==> src/rtl/pipeline_exec_ctrl.sv <==
// Execution/hazard controller for the 5-stage pipeline: sequences run, step, drain and done
// modes, and issues load-use / decode-branch stalls plus IF/ID flushes.
module pipeline_exec_ctrl #(
    parameter int DRAIN_CYCLES = 3,
    parameter int NB_CNT       = 32
) (
    input  logic              clk,
    input  logic              i_reset,
    input  logic              i_run,
    input  logic              i_step_req,
    input  logic              i_pause,
    input  logic              i_stop,
    input  logic              i_jump,
    input  logic              i_id_branch,
    input  logic [4:0]        i_ifid_rs,
    input  logic [4:0]        i_ifid_rt,
    input  logic              i_idex_memRead,
    input  logic              i_idex_regWrite,
    input  logic [4:0]        i_idex_dst,
    output logic              o_step,
    output logic              o_stall,
    output logic              o_flush,
    output logic              o_done,
    output logic [2:0]        o_state,
    output logic [NB_CNT-1:0] o_cycle_count
);

    localparam int DW = ($clog2(DRAIN_CYCLES + 1) < 1) ? 1 : $clog2(DRAIN_CYCLES + 1);

    typedef enum logic [2:0] {
        IDLE  = 3'd0,
        RUN   = 3'd1,
        STEP  = 3'd2,
        DRAIN = 3'd3,
        DONE  = 3'd4
    } state_t;

    state_t            state_reg, state_next;
    logic [DW-1:0]     drain_reg, drain_next;
    logic [NB_CNT-1:0] count_reg;

    logic hz;
    logic step;
    logic stall;
    logic flush;
    logic acc;

    // Hazard detect and Mealy outputs; stall dominates so a jump on stale operands never flushes.
    always_comb begin
        hz = (i_idex_memRead | (i_id_branch & i_idex_regWrite))
           & (i_idex_dst != 5'd0)
           & ((i_idex_dst == i_ifid_rs) | (i_idex_dst == i_ifid_rt));
        step  = (state_reg == RUN) | (state_reg == STEP) | (state_reg == DRAIN);
        stall = (step & hz & (state_reg != DRAIN)) | (state_reg == DRAIN);
        flush = step & i_jump & ~stall;
        acc   = step & i_stop & ~stall;
    end

    always_comb begin
        state_next = state_reg;
        drain_next = drain_reg;
        case (state_reg)
            IDLE: begin
                if (i_run)
                    state_next = RUN;
                else if (i_step_req)
                    state_next = STEP;
            end
            RUN: begin
                if (acc) begin
                    state_next = DRAIN;
                    drain_next = DW'(DRAIN_CYCLES);
                end else if (i_pause) begin
                    state_next = IDLE;
                end
            end
            STEP: begin
                if (acc) begin
                    state_next = DRAIN;
                    drain_next = DW'(DRAIN_CYCLES);
                end else begin
                    state_next = IDLE;
                end
            end
            DRAIN: begin
                if (drain_reg <= DW'(1)) begin
                    state_next = DONE;
                    drain_next = '0;
                end else begin
                    drain_next = drain_reg - DW'(1);
                end
            end
            DONE:    state_next = DONE;
            default: state_next = IDLE;
        endcase
    end

    always_ff @(posedge clk) begin
        if (i_reset) begin
            state_reg <= IDLE;
            drain_reg <= '0;
            count_reg <= '0;
        end else begin
            state_reg <= state_next;
            drain_reg <= drain_next;
            if (step)
                count_reg <= count_reg + NB_CNT'(1);
        end
    end

    assign o_step        = step;
    assign o_stall       = stall;
    assign o_flush       = flush;
    assign o_done        = (state_reg == DONE);
    assign o_state       = state_reg;
    assign o_cycle_count = count_reg;

endmodule

==> config.mk <==
export PLATFORM = sky130hd
export DESIGN_NAME = pipeline_exec_ctrl
export DESIGN_NICKNAME = d
export VERILOG_FILES = /design/src/rtl/pipeline_exec_ctrl.sv
export SDC_FILE = /design/constraint.sdc
export NUM_CORES = 1
export LEC_CHECK = 0
export CORE_ASPECT_RATIO = 0.5
export CORE_MARGIN = 3
export CORE_UTILIZATION = 50
export CTS_CLUSTER_DIAMETER = 200
export DETAILED_ROUTE_END_ITERATION = 10
export PLACE_DENSITY = 0.86
export SLEW_MARGIN = 20
export SYNTH_ARGS = -nofsm -noshare
export SYNTH_HDL_FRONTEND = slang
export SYNTH_SLANG_ARGS = --single-unit
==> constraint.sdc <==
create_clock -name clk -period 2.8 [get_ports clk]
set_input_delay 0.7 -clock clk [delete_from_list [all_inputs] [get_ports clk]]
set_output_delay 0.7 -clock clk [all_outputs]
set_load 0.005 [all_outputs]
# == Word level (Yosys, flattened, before mapping) ==
# Index checks and enable logic that the tools add are counted.
# classes
addsub,2
n_lt_le_gt_ge,1
n_eq_ne,11
n_mux,10
bitwise,15
n_reduce_logical,6
# ops
operator,count
$add 32x1->32 const B,1
$mux 3,5
$pmux 3 s5,1
$eq 5x5->1,2
$and 1x1->1,9
$eq 3x2->1 const B,2
$mux 2,3
$ne 3x3->1 const B,2
$or 1x1->1,5
$reduce_bool 5->1,1
$ne 2x1->1 const B,2
$pmux 2 s2,1
$eq 3x1->1 const B,1
$eq 3x3->1 const B,1
$logic_not 3->1,1
$ne 3x2->1 const B,1
$reduce_and 3->1,1
$le 2x1->1 const B,1
$reduce_and 2->1,1
$reduce_bool 2->1,1
$reduce_or 2->1,1
$sub 2x1->2 const B,1
$not 1->1,1
# totals
ff_bits,37
input_bits,25
out_inout_bits,39
word_cells,48

# == Depth between registers and ports, before layout ==
# depth
word_depth,11
mapped_depth,8

# == Least setup slack after synthesis ==
# No wires, ideal clock.
# synth_timing
kind,input -> output
from,input port i_idex_dst[0]
to,output port o_flush
arrival_time_ns,1.572
t_required_ns,2.100
setup_slack_ns,0.528
cell_stages,4
cell_sequence,nor3_1 a211o_1 inv_1 a2111oi_0
# synth_between
elab_chain_cells,8
elab_cells_between_ends,11
cone_classes,eq/ne: 2; bitwise: 8; reduce/logical: 1
# synth_lines
item,line,source
from (decl),19,"input logic [4:0] i_idex_dst,"
$eq 5x5->1 or $reduce_bool 5->1 (tied branches),"52, 51",
$or 1x1->1 or $and 1x1->1 (tied branches),"52, 51",
$and 1x1->1 *,52,& ((i_idex_dst == i_ifid_rs) | (i_idex_dst == i_ifid_rt));
$and 1x1->1 * (2 in a row),54,stall = (step & hz & (state_reg != DRAIN)) | (state_reg == DRAIN);
$or 1x1->1 *,54,
$not 1->1 *,55,flush = step & i_jump & ~stall;
$and 1x1->1 *,55,
to (decl),22,"output logic o_flush,"
# Mark *: on every way between the ends. The rest lies on a longest branch, timed or not.

# == Final worst setup path ==
# layout_timing
from,input port i_ifid_rs[0]
to,output port o_flush
# layout_between
elab_chain_cells,8
# layout_lines
item,line,source
from (decl),15,"input logic [4:0] i_ifid_rs,"
$eq 5x5->1,52,
$or 1x1->1,52,
$and 1x1->1,52,
$and 1x1->1 (2 in a row),54,
$or 1x1->1,54,
$not 1->1,55,
$and 1x1->1,55,
# No other way between the ends.

==> impl_metrics.env <==
export IMPL_hold_violations=0
export IMPL_largest_reg_flops=32
export IMPL_synthArstFlopShare_pct=0
export IMPL_post_dp_cell_area_um2=2779
export IMPL_htree_levels=2
export IMPL_switchingPower_uw=415.9
export IMPL_slew_headroom_pct=55.91
export IMPL_synth_area_leader_cell="dfxtp_1"
export IMPL_synth_cell_type_count=51
export IMPL_synthCells=244
export IMPL_p_leak_nw=1.008
export IMPL_first_pass_iters=4
export IMPL_via_per_inst=5.592
export IMPL_fin_area_um2=2883
export IMPL_cts_root_buf="clkbuf_8"
export IMPL_min_path_type="flop to flop"
export IMPL_fill_cells=257
export IMPL_seqPwrFrac_pct=43.6
export IMPL_critPathCaptureType="output port"
export IMPL_synthSimpleGateAreaFrac_pct=30.33
export IMPL_syn_area_um2=2100
export IMPL_drtIter0Drc=90
export IMPL_hpwlAfterDp_um=3604
export IMPL_num_antenna_cells=0
export IMPL_crit_type="input port to output port"
export IMPL_ant_nets=0
export IMPL_syn_to_final_growth_pct=37.31
export IMPL_fin_crit_sh_pct=97.86
export IMPL_synth_xor_area_share_pct=7.926
export IMPL_cts_buffers=5
export IMPL_port_buffers=63
export IMPL_fin_skew_ns=0.008175
export IMPL_maxCapViolations=0
export IMPL_dieArea_um2=5060
export IMPL_clk_latency_ns=0.28
export IMPL_cts_buffer_depth=2
export IMPL_synth_area_top_cells="dfxtp_1, xnor2_1, nor2_1"
export IMPL_reg2reg_depth=4
export IMPL_clock_fmax_mhz=365.0
export IMPL_hold_path_cell_count=2
export IMPL_rows=15
export IMPL_internal_power_uw=969.6
export IMPL_fin_util_pct=77.58
export IMPL_dp_cells=353
export IMPL_path_max_fanout=2
export IMPL_synth_most_common_cell="dfxtp_1"
export IMPL_cp_required_ns=2.10
export IMPL_comb_power_share_pct=30.8
export IMPL_p_clk_share_pct=25.6
export IMPL_place_congestion=0.8223
export IMPL_tns_ns=0
export IMPL_ys_ff_latch=37
export IMPL_coreArea_um2=3716
export IMPL_slew_viol_final=0
export IMPL_cts_tree="done"
export IMPL_clkSlewWorstSetupHoldPaths_ns=0.07
export IMPL_synthAdderAreaFrac_pct=0.5959
export IMPL_cp_arrival_ns=2.04
export IMPL_synth_top_area_share_pct=35.28
export IMPL_ios=64
export IMPL_drive_gt1_share_pct=13.14
export IMPL_synth_warnings=0
export IMPL_start_util_pct=56.50
export IMPL_track_usage_pct=19.29
export IMPL_fin_cells=363
export IMPL_ir_worst_vdd_v=0.0003051
export IMPL_routed_via_count=2030
export IMPL_grt_pass1_wl_um=8052
export IMPL_netlist_top_cells_count="dfxtp_1, nor2_1, a21oi_1"
export IMPL_min_period_ns=2.740
export IMPL_post_drt_wl_per_cell_um=13.69
export IMPL_drt_wl_total_um=4971
export IMPL_die_y_um=51.82
export IMPL_synth_top_family_by_area="simple AND/OR/NAND/NOR gates"
export IMPL_synth_edf_count=0
export IMPL_numClockSinks=37
export IMPL_power_density_nw_per_um2=480.6
export IMPL_antenna_found_initial=0
export IMPL_ys_seq_area_share_pct=35.28
export IMPL_whs_ns=0.5001
export IMPL_status="complete, no violations"
export IMPL_grt_pass1_vias=1836
export IMPL_syn_nets=270
export IMPL_route_detailed_drc=0
export IMPL_synth_compound_area_share_pct=15.14
export IMPL_overflow=0
export IMPL_tightestPinTransition_ns=0.6613
export IMPL_synthMuxAreaShare_pct=4.827
export IMPL_rsz0062_at_grt="false"
export IMPL_grt_max_degree=33
export IMPL_die_w_um=97.64
export IMPL_avgSynthCellArea_um2=8.605
export IMPL_fin_nets=337
export IMPL_switching_share_pct=30.02
export IMPL_setup_viol_count_final=0
export IMPL_ys_flop_type="dfxtp_1"
export IMPL_cp_start_kind="input port"
==> final timing paths <==
check | start | to | slack, ns
hold / removal | o_cycle_count[18]$_SDFFE_PP0N_ | o_cycle_count[18]$_SDFFE_PP0N_ | 0.50
setup / recovery | i_ifid_rs[0] | o_flush | 0.06
setup reg to reg | o_cycle_count[3]$_SDFFE_PP0N_ | o_cycle_count[23]$_SDFFE_PP0N_ | 0.79
hold reg to reg | o_cycle_count[18]$_SDFFE_PP0N_ | o_cycle_count[18]$_SDFFE_PP0N_ | 0.50
==> worst max-delay path, cell delays in order <==
cell and delay, ns:
clkdlybuf4s50_1 0.42, xnor2_1 0.13, nand3_1 0.11, o22ai_2 0.11
buf_4 0.16, a2111oi_4 0.26, buf_2 0.16
==> repair_timing <==
item,4_1_cts,5_1_grt
cloned,0,0
pin swaps,2,2
hold buffers,0,0
endpoints found under the setup margin,2,2
buffers inserted,2,0
gates resized for setup,12,4
==> metal layers <==
metal	GRT usage, %	routed length [µm]
met5	0	0
met1	22.86	2170
met3	4.685	313
met4	5.747	36
met2	35.37	2451
==> power groups by stage <==
stage                     clock network, mW  registers [mW]  logic [mW]
after detailed placement                  0           0.615       0.408
after floorplan                           0           0.609       0.225
after global routing                  0.393           0.609       0.458
after CTS                             0.365           0.603       0.407
final                                 0.355           0.604       0.427
after global placement                    0           0.614       0.396
==> through the flow <==
step | worst slack (ns) | power (mW)
floorplan | 0.5277 | 0.8337
global placement | -0.4442 | 1.010
detailed placement | -0.4660 | 1.024
CTS | 0.02035 | 1.376
global route | 0.01918 | 1.460
finish | 0.06004 | 1.385
==> cells in the final DEF (no fill, tap or decap), drive strengths merged, types with 8 or more instances in the layout <==
cell type	n
a21oi	15
buf	13
clkbuf	9
clkdlybuf4s50	56
dfxtp	37
inv	9
mux2	9
nand2	11
nand3	13
nor2	23
nor2b	8
xnor2	14
==> cell type report <==
type / instances / area [µm²] / share of cell area, %
clock buffers: 8 / 80.08 / 2.778
well taps: 51 / 63.81 / 2.214
repair buffers: 75 / 704.4 / 24.44
multi-input cells: 183 / 1260 / 43.71
flip-flops and latches: 37 / 740.7 / 25.69
inverters: 9 / 33.78 / 1.172
==> cells by family after synthesis <==
family / after synthesis
compound gates: 46
xor+xnor: 19
fa+ha+maj: 1
buf+inv: 24
flops: 37
mux: 9
simple gates: 108
Note: power is estimated with default switching activity, not from simulation.
